File: config.mk
export PLATFORM = sky130hd
export DESIGN_NAME = cpu_axi_bridge
export DESIGN_NICKNAME = d
export VERILOG_FILES = /design/src/rtl/cpu_axi_bridge.sv
export SDC_FILE = /design/constraint.sdc
export NUM_CORES = 1
export LEC_CHECK = 0
export ABC_AREA = 1
export CAP_MARGIN = 5
export CORE_AREA = 5 5 163 165
export DETAILED_ROUTE_END_ITERATION = 12
export DIE_AREA = 0 0 168 170
export GPL_ROUTABILITY_DRIVEN = 0
export MAX_ROUTING_LAYER = met4
export PLACE_DENSITY = 0.87
export REMOVE_ABC_BUFFERS = 1
export SYNTH_ARGS = -nofsm -noshare
export SYNTH_HDL_FRONTEND = slang
export SYNTH_SLANG_ARGS = --single-unit
File: constraint.sdc
create_clock -name clk -period 5.8 [get_ports clk]
set_input_delay 0.58 -clock clk [delete_from_list [all_inputs] [get_ports clk]]
set_output_delay 0.58 -clock clk [all_outputs]
set_load 0.02 [all_outputs]
File: src/rtl/cpu_axi_bridge.sv
`default_nettype none
// cpu_axi_bridge (rev 1.0): merges instruction and data SRAM-like ports onto one AXI3 master.
// Data reads and writes never overlap, so the data port completes in issue order.
module cpu_axi_bridge #(
  parameter int DATA_W = 32,
  parameter int ADDR_W = 32,
  parameter int MAX_RD = 2,
  parameter int MAX_WR = 2,
  localparam int STRB_W = DATA_W / 8
) (
  input  logic              clk,
  input  logic              reset,
  input  logic              inst_req,
  input  logic              inst_wr,
  input  logic [1:0]        inst_size,
  input  logic [STRB_W-1:0] inst_wstrb,
  input  logic [ADDR_W-1:0] inst_addr,
  input  logic [DATA_W-1:0] inst_wdata,
  output logic [DATA_W-1:0] inst_rdata,
  output logic              inst_addr_ok,
  output logic              inst_data_ok,
  input  logic              data_req,
  input  logic              data_wr,
  input  logic [1:0]        data_size,
  input  logic [STRB_W-1:0] data_wstrb,
  input  logic [ADDR_W-1:0] data_addr,
  input  logic [DATA_W-1:0] data_wdata,
  output logic [DATA_W-1:0] data_rdata,
  output logic              data_addr_ok,
  output logic              data_data_ok,
  output logic [3:0]        arid,
  output logic [ADDR_W-1:0] araddr,
  output logic [7:0]        arlen,
  output logic [2:0]        arsize,
  output logic [1:0]        arburst,
  output logic [1:0]        arlock,
  output logic [3:0]        arcache,
  output logic [2:0]        arprot,
  output logic              arvalid,
  input  logic              arready,
  input  logic [3:0]        rid,
  input  logic [DATA_W-1:0] rdata,
  input  logic [1:0]        rresp,
  input  logic              rlast,
  input  logic              rvalid,
  output logic              rready,
  output logic [3:0]        awid,
  output logic [ADDR_W-1:0] awaddr,
  output logic [7:0]        awlen,
  output logic [2:0]        awsize,
  output logic [1:0]        awburst,
  output logic [1:0]        awlock,
  output logic [3:0]        awcache,
  output logic [2:0]        awprot,
  output logic              awvalid,
  input  logic              awready,
  output logic [3:0]        wid,
  output logic [DATA_W-1:0] wdata,
  output logic [STRB_W-1:0] wstrb,
  output logic              wlast,
  output logic              wvalid,
  input  logic              wready,
  input  logic [3:0]        bid,
  input  logic [1:0]        bresp,
  input  logic              bvalid,
  output logic              bready
);

  localparam int OFF = $clog2(STRB_W);
  localparam int TW  = ADDR_W - OFF;
  localparam int RCW = $clog2(MAX_RD + 1);
  localparam int WCW = $clog2(MAX_WR + 1);
  localparam int PW  = (MAX_WR > 1) ? $clog2(MAX_WR) : 1;

  logic [RCW-1:0]    inst_rd_cnt, data_rd_cnt;
  logic [WCW-1:0]    wr_cnt;
  logic [TW-1:0]     pend_addr [MAX_WR];
  logic [MAX_WR-1:0] pend_vld;
  logic [PW-1:0]     push_ptr, pop_ptr;

  logic r_hs, b_hs, r_inst, r_data;
  logic inst_dec, data_dec, wr_dec;
  logic data_rd_ok, data_wr_ok, inst_rd_ok, addr_hit;
  logic unused_ok;

  assign arlen   = 8'd0;
  assign arburst = 2'b01;
  assign arlock  = 2'b00;
  assign arcache = 4'd0;
  assign arprot  = 3'd0;
  assign awid    = 4'd1;
  assign awlen   = 8'd0;
  assign awburst = 2'b01;
  assign awlock  = 2'b00;
  assign awcache = 4'd0;
  assign awprot  = 3'd0;
  assign wid     = 4'd1;
  assign wlast   = 1'b1;
  assign rready  = 1'b1;
  // Hold off B while a data-port R beat is presented so data_data_ok never doubles up.
  assign bready  = !(rvalid && rid == 4'd1);

  assign r_hs     = rvalid && rready;
  assign b_hs     = bvalid && bready;
  assign r_inst   = r_hs && rid == 4'd0;
  assign r_data   = r_hs && rid == 4'd1;
  assign inst_dec = r_inst && inst_rd_cnt != '0;
  assign data_dec = r_data && data_rd_cnt != '0;
  assign wr_dec   = b_hs && wr_cnt != '0;

  assign data_rd_ok = !reset && data_req && !data_wr && !arvalid
                      && data_rd_cnt < RCW'(MAX_RD) && wr_cnt == '0;
  assign data_wr_ok = !reset && data_req && data_wr && !awvalid && !wvalid
                      && wr_cnt < WCW'(MAX_WR) && data_rd_cnt == '0;

  // A write accepted this very cycle also counts as pending for the hazard check.
  always_comb begin
    addr_hit = data_wr_ok && (data_addr[ADDR_W-1:OFF] == inst_addr[ADDR_W-1:OFF]);
    for (int i = 0; i < MAX_WR; i++) begin
      if (pend_vld[i] && pend_addr[i] == inst_addr[ADDR_W-1:OFF]) addr_hit = 1'b1;
    end
  end

  assign inst_rd_ok = !reset && inst_req && !inst_wr && !arvalid
                      && inst_rd_cnt < RCW'(MAX_RD) && !addr_hit && !data_rd_ok;

  assign inst_addr_ok = inst_rd_ok;
  assign data_addr_ok = data_rd_ok || data_wr_ok;

  assign unused_ok = &{1'b0, rresp, bresp, bid, rlast, inst_wdata, inst_wstrb};

  function automatic logic [PW-1:0] ptr_next(input logic [PW-1:0] p);
    return (p == PW'(MAX_WR - 1)) ? '0 : p + 1'b1;
  endfunction

  always_ff @(posedge clk) begin
    if (reset) begin
      arvalid      <= 1'b0;
      araddr       <= '0;
      arsize       <= '0;
      arid         <= '0;
      awvalid      <= 1'b0;
      wvalid       <= 1'b0;
      awaddr       <= '0;
      awsize       <= '0;
      wdata        <= '0;
      wstrb        <= '0;
      inst_rd_cnt  <= '0;
      data_rd_cnt  <= '0;
      wr_cnt       <= '0;
      pend_vld     <= '0;
      push_ptr     <= '0;
      pop_ptr      <= '0;
      inst_rdata   <= '0;
      data_rdata   <= '0;
      inst_data_ok <= 1'b0;
      data_data_ok <= 1'b0;
      for (int i = 0; i < MAX_WR; i++) pend_addr[i] <= '0;
    end else begin
      if (data_rd_ok || inst_rd_ok) begin
        arvalid <= 1'b1;
        araddr  <= data_rd_ok ? data_addr : inst_addr;
        arsize  <= {1'b0, (data_rd_ok ? data_size : inst_size)};
        arid    <= data_rd_ok ? 4'd1 : 4'd0;
      end else if (arready) begin
        arvalid <= 1'b0;
      end

      if (data_wr_ok) begin
        awvalid <= 1'b1;
        wvalid  <= 1'b1;
        awaddr  <= data_addr;
        awsize  <= {1'b0, data_size};
        wdata   <= data_wdata;
        wstrb   <= data_wstrb;
      end else begin
        if (awready) awvalid <= 1'b0;
        if (wready)  wvalid  <= 1'b0;
      end

      if (inst_rd_ok && !inst_dec)      inst_rd_cnt <= inst_rd_cnt + 1'b1;
      else if (!inst_rd_ok && inst_dec) inst_rd_cnt <= inst_rd_cnt - 1'b1;
      if (data_rd_ok && !data_dec)      data_rd_cnt <= data_rd_cnt + 1'b1;
      else if (!data_rd_ok && data_dec) data_rd_cnt <= data_rd_cnt - 1'b1;
      if (data_wr_ok && !wr_dec)        wr_cnt <= wr_cnt + 1'b1;
      else if (!data_wr_ok && wr_dec)   wr_cnt <= wr_cnt - 1'b1;

      if (wr_dec) begin
        pend_vld[pop_ptr] <= 1'b0;
        pop_ptr           <= ptr_next(pop_ptr);
      end
      if (data_wr_ok) begin
        pend_vld[push_ptr]  <= 1'b1;
        pend_addr[push_ptr] <= data_addr[ADDR_W-1:OFF];
        push_ptr            <= ptr_next(push_ptr);
      end

      inst_data_ok <= r_inst;
      data_data_ok <= r_data || b_hs;
      if (r_inst) inst_rdata <= rdata;
      if (r_data) data_rdata <= rdata;
    end
  end

endmodule
`default_nettype wire

# --- Word-level counts from Yosys, hierarchy flattened ---
# Memory sizes are Yosys's and may differ from the RTL's.
# Cells that the tools add are included.
word_totals:
  output_inout_bits: 230
  mem_bits_rw: 60
  inputBits: 196
  memories: 1
  register_bits: 187
  elab_cells: 140
classes:
  n_reduce_logical: 63
  n_bitwise: 3
  eq_ne: 4
  mux: 34
  order_cmp: 7
  n_addsub: 8
memory_table:
  columns: ["name", "depth", "word_bits", "rd", "rd_clocked_by_memory_dff", "write_ports", "line", "source"]
  rows:
  - ["pend_addr", 2, 30, 2, 0, 2, "77", "logic [TW-1:0] pend_addr [MAX_WR];"]
ops:
  columns: ["cell", "count"]
  rows:
  - ["$eq 30x30->1", 3]
  - ["$logic_and 1x1->1", 33]
  - ["$mux 32", 1]
  - ["$mux 30", 1]
  - ["$reduce_or 30->1", 1]
  - ["$mux 1", 20]
  - ["$mux 2", 10]
  - ["$reduce_bool 2->1", 9]
  - ["$logic_not 1->1", 14]
  - ["$add 2x1->2 const B", 3]
  - ["$lt 2x2->1 const B", 3]
  - ["$sub 2x1->2 const B", 3]
  - ["$eq 4x1->1 const B", 1]
  - ["$logic_not 2->1", 2]
  - ["$logic_not 4->1", 1]
  - ["$lt 1x2->1 const B", 2]
  - ["$logic_or 1x1->1", 3]
  - ["$add 1x1->1 const B", 2]
  - ["$and 2x2->2", 1]
  - ["$demux 1 s1", 2]
  - ["$ge 1x1->1 const B", 2]
  - ["$not 2->2", 1]
  - ["$or 2x2->2", 1]

# --- Depth between registers and ports, before layout ---
logic_depth:
  word_depth: 17
  ltp_mapped: 16
  ltp_nobuf: 16

# --- Worst setup path before layout ---
# Ideal clock, no wire load.
synth_timing:
  kind: "input to register"
  from: "input reset"
  to: "memory pend_addr[0][0] (netlist name), enable pin"
  t_arrival_ns: 2.109
  setup_time_ns: 0.387
  path_buffers: 3
  cell_stages: 8
  setup_slack_ns: 3.304
  t_required_ns: 5.413
  cell_sequence: "buf_6 > inv_4 > nand4_1 > nor2_2 > buf_2 > nand2_1 > clkbuf_1 > nand2_1"
synth_lines:
  columns: ["element", "line", "source"]
  rows:
  - ["start, declared", "12", "input logic reset,"]
  - ["end, declared", "77", null]

# --- Worst setup path after layout ---
layout_timing:
  from: "input reset"
  to: "output inst_addr_ok"
layout_between:
  elab_chain_len: 13
  word_cells_on_any_way: 22
  cone_classes: "2 x mux; 20 x reduce/logical"
layout_lines:
  columns: ["element", "line", "source"]
  rows:
  - ["$logic_not 1->1 *", "111, 113, 124", null]
  - ["$logic_and 1x1->1", "111, 113", null]
  - ["$logic_and 1x1->1 (3 in series)", "113", "assign data_wr_ok = !reset && data_req && data_wr && !awvalid && !wvalid"]
  - ["$logic_and 1x1->1 (2 in series)", "114", "&& wr_cnt < WCW'(MAX_WR) && data_rd_cnt == '0;"]
  - ["$logic_and 1x1->1", "118", "addr_hit = data_wr_ok && (data_addr[ADDR_W-1:OFF] == inst_addr[ADDR_W-1:OFF]);"]
  - ["$mux 1 (2 in series)", "120", "if (pend_vld[i] && pend_addr[i] == inst_addr[ADDR_W-1:OFF]) addr_hit = 1'b1;"]
  - ["$logic_not 1->1", "125", "&& inst_rd_cnt < RCW'(MAX_RD) && !addr_hit && !data_rd_ok;"]
  - ["$logic_and 1x1->1", "125", null]
  - ["$logic_and 1x1->1 *", "125", null]
  - ["end, declared", "20", "output logic inst_addr_ok,"]
# Mark *: on every way between the ends. The rest lies on a longest branch, timed or not.

==> flow_metrics.env <==
export IMPL_status="complete, no violations"
export IMPL_finClkSkew_ns=0.0335
export IMPL_grt_ovfl_total=0
export IMPL_critical_path_required_ns=5.22
export IMPL_cap_viol_max_count=0
export IMPL_worstPathArrival_ns=3.53
export IMPL_period_needed_ns=4.11
export IMPL_cts_root_buf="clkbuf_16"
export IMPL_synth_seq_cells=244
export IMPL_dp_hpwl_um=25500
export IMPL_layout_common_cells="390 x nand2_1, 326 x clkdlybuf4s50_1, 267 x nor2_1"
export IMPL_syn_to_final_growth_pct=37.9
export IMPL_via_per_inst=5.01
export IMPL_min_period_over_period_pct=70.8
export IMPL_cts_resized=0
export IMPL_drive_gt1_share_pct=5.06
export IMPL_slew_viol_final=0
export IMPL_antenna_found_initial=2
export IMPL_max_slew_margin_pct=30.3
export IMPL_vias=10900
export IMPL_worst_slew_pin_slew_ns=1.05
export IMPL_nFillCells=2136
export IMPL_dr_wl_met3_um=3760
export IMPL_rsz0062_at_grt="false"
export IMPL_syn_area_mm2=0.0111
export IMPL_final_hold_violation_count=0
export IMPL_clk_path_buf_depth=3
export IMPL_die_y_um=170
export IMPL_drt_first_iter_violations=905
export IMPL_syn_inst=1522
export IMPL_wirelength_um=36000
export IMPL_fmax_mhz=243
export IMPL_hold_buffers=0
export IMPL_fp_row_count=58
export IMPL_crit_fanout=117
export IMPL_grt_pass1_wl_um=54400
export IMPL_wl_met2_um=17400
export IMPL_die_w_um=168
export IMPL_post_cts_buffers=0
export IMPL_clock_latency_ns=0.54
export IMPL_ir_drop_mv=0.326
export IMPL_initial_core_util_pct=44.5
export IMPL_drtPass1Iterations=6
export IMPL_dp_slack_ns=1.73
export IMPL_path_clk_slew_ns=0.06
export IMPL_cts_tree="done"
export IMPL_top_layer="met4"
export IMPL_port_buffers=327
export IMPL_crit_path_start_kind="input port"
export IMPL_syn_area_per_cell_um2=7.27
export IMPL_gr_usage_all_layers_pct=24.3
export IMPL_io_pins=426
export IMPL_clock_sinks=244
export IMPL_final_common_cell="nand2_1"
export IMPL_drc=0
export IMPL_cts_max_level=1
export IMPL_grt_max_degree=118
export IMPL_power_density_mw_per_mm2=289
export IMPL_critPathCaptureType="output pin"
export IMPL_ant_nets=0
export IMPL_wl_met1_um=13400
export IMPL_critical_path_class="in -> out"
export IMPL_numCtsBuffers=27
export IMPL_yosysUniqueCellTypes=32
export IMPL_finalSetupViolations=0
export IMPL_finalWorstSetupSlack_ns=1.69
export IMPL_yosysWarnings=0
export IMPL_p_leak_nw=6.51
export IMPL_setup_tns_ns=0
export IMPL_die_area_mm2=0.0286
export IMPL_hold_class="reg -> reg"
export IMPL_final_nets=2017
export IMPL_avgRoutedWirePerCell_um=16.6
export IMPL_seq_area_frac_synth_pct=49.5
export IMPL_core_area_mm2=0.0249
export IMPL_first_global_vias=10500
==> stage by stage <==
| step | cells | util, % | cell area [um2] | total power [mW] | hold slack [ns] |
|---|---|---|---|---|---|
| detailed placement | 2119 | 57.6 | 14300 | 2.66 | 0.439 |
| global placement | 2119 | 57.6 | 14300 | 2.64 | 0.431 |
| finish | 2170 | 61.3 | 15300 | 4.41 | 0.445 |
| global route | 2170 | 61.3 | 15300 | 4.58 | 0.460 |
| floorplan | 1450 | - | 10500 | 2.28 | 0.438 |
| CTS | 2168 | 61.3 | 15300 | 4.44 | 0.447 |
==> final timing paths <==
kind,start,slack [ns],depth (start not counted),endpoint
max,reset,1.69,12,inst_addr_ok
max reg2reg,wr_cnt[1]$_SDFFE_PP0P_,3.13,6,pend_addr[1][1]$_SDFFCE_PN0P_
min,data_rdata[30]$_SDFFE_PP0P_,0.45,2,data_rdata[30]$_SDFFE_PP0P_
min reg2reg,data_rdata[30]$_SDFFE_PP0P_,0.45,2,data_rdata[30]$_SDFFE_PP0P_
==> cell type report <==
type / instances / area (um2) / area share (%)
multi-input combinational: 1049 / 4480 / 29.3
inverter: 157 / 592 / 3.88
antenna: 2 / 5.00 / 0.0328
timing repair buffer: 339 / 3360 / 22.0
tap: 330 / 413 / 2.70
clock buffer: 39 / 827 / 5.42
sequential: 244 / 5490 / 35.9
clock inverter: 10 / 108 / 0.705
==> cell usage after synthesis <==
cell,n,share of area [%]
nand2_1,390,13
nand2_2,1,0.057
a21oi_1,112,5.1
ha_1,3,0.34
edfxtp_1,60,16
nor2_2,4,0.23
nor2_4,2,0.20
nor2_1,267,9.1
inv_2,20,0.68
buf_1,5,0.17
nand3_1,39,1.8
conb_1,2,0.068
clkinv_1,1,0.034
nor3_1,1,0.045
nor4_1,1,0.057
inv_4,1,0.057
inv_1,135,4.6
nand4_1,2,0.11
buf_6,7,0.71
nand2_8,1,0.18
clkbuf_1,53,1.8
o21ai_1,8,0.36
xor2_1,4,0.32
or2_2,1,0.057
buf_2,5,0.23
dfxtp_1,184,33
nand2_4,1,0.10
xnor2_1,4,0.32
buf_4,53,3.6
o21ai_2,1,0.079
o211ai_1,1,0.068
o21ai_0,153,6.9
==> sequential cells by signal, summed over array words and instances (netlist names), 2 cells and up <==
register	cells
awsize	2
inst_rd_cnt	2
awaddr	32
pend_vld	2
data_rdata	32
inst_rdata	32
araddr	32
wdata	32
arsize	2
wstrb	4
pend_addr	60
data_rd_cnt	2
wr_cnt	2
==> critical path, stage by stage <==
cell	delay (ns)
buf_2	0.12
inv_4	0.62
nand4_1	0.31
nor2_4	0.48
nand2_1	0.10
nor2_1	0.11
nand2_1	0.07
nor2_2	0.13
nor2_4	0.07
nand3_1	0.12
inv_1	0.10
clkdlybuf4s50_1	0.57
==> routing by layer <==
| metal | vias up | GRT usage, % |
|---|---|---|
| li1 | 5273 | - |
| met1 | 4952 | 27.1 |
| met2 | 564 | 41.7 |
| met3 | 91 | 6.46 |
| met4 | 0 | 9.17 |
| met5 | - | - |
==> logic make-up (layout without fill, tap and decap cells) <==
logic type	after synthesis	count (layout)	share of synthesized area (%)
AND/OR/NAND/NOR	710	710	25.1
buffers and inverters	280	545	11.8
AO/OA/AOI/OAI	275	275	12.5
flip-flops	244	244	49.5
XOR/XNOR	8	8	0.633
adder cells (fa/ha/maj)	3	3	0.339
other	2	55	0.0678
==> power breakdown <==
part	leakage, nW	switching [mW]	internal (mW)
sequential	2.12	0.0514	1.84
clock	0.466	0.692	1.08
combinational	3.93	0.446	0.296
total	6.51	1.19	3.22
No activity file was read; power rests on OpenSTA's default activity.
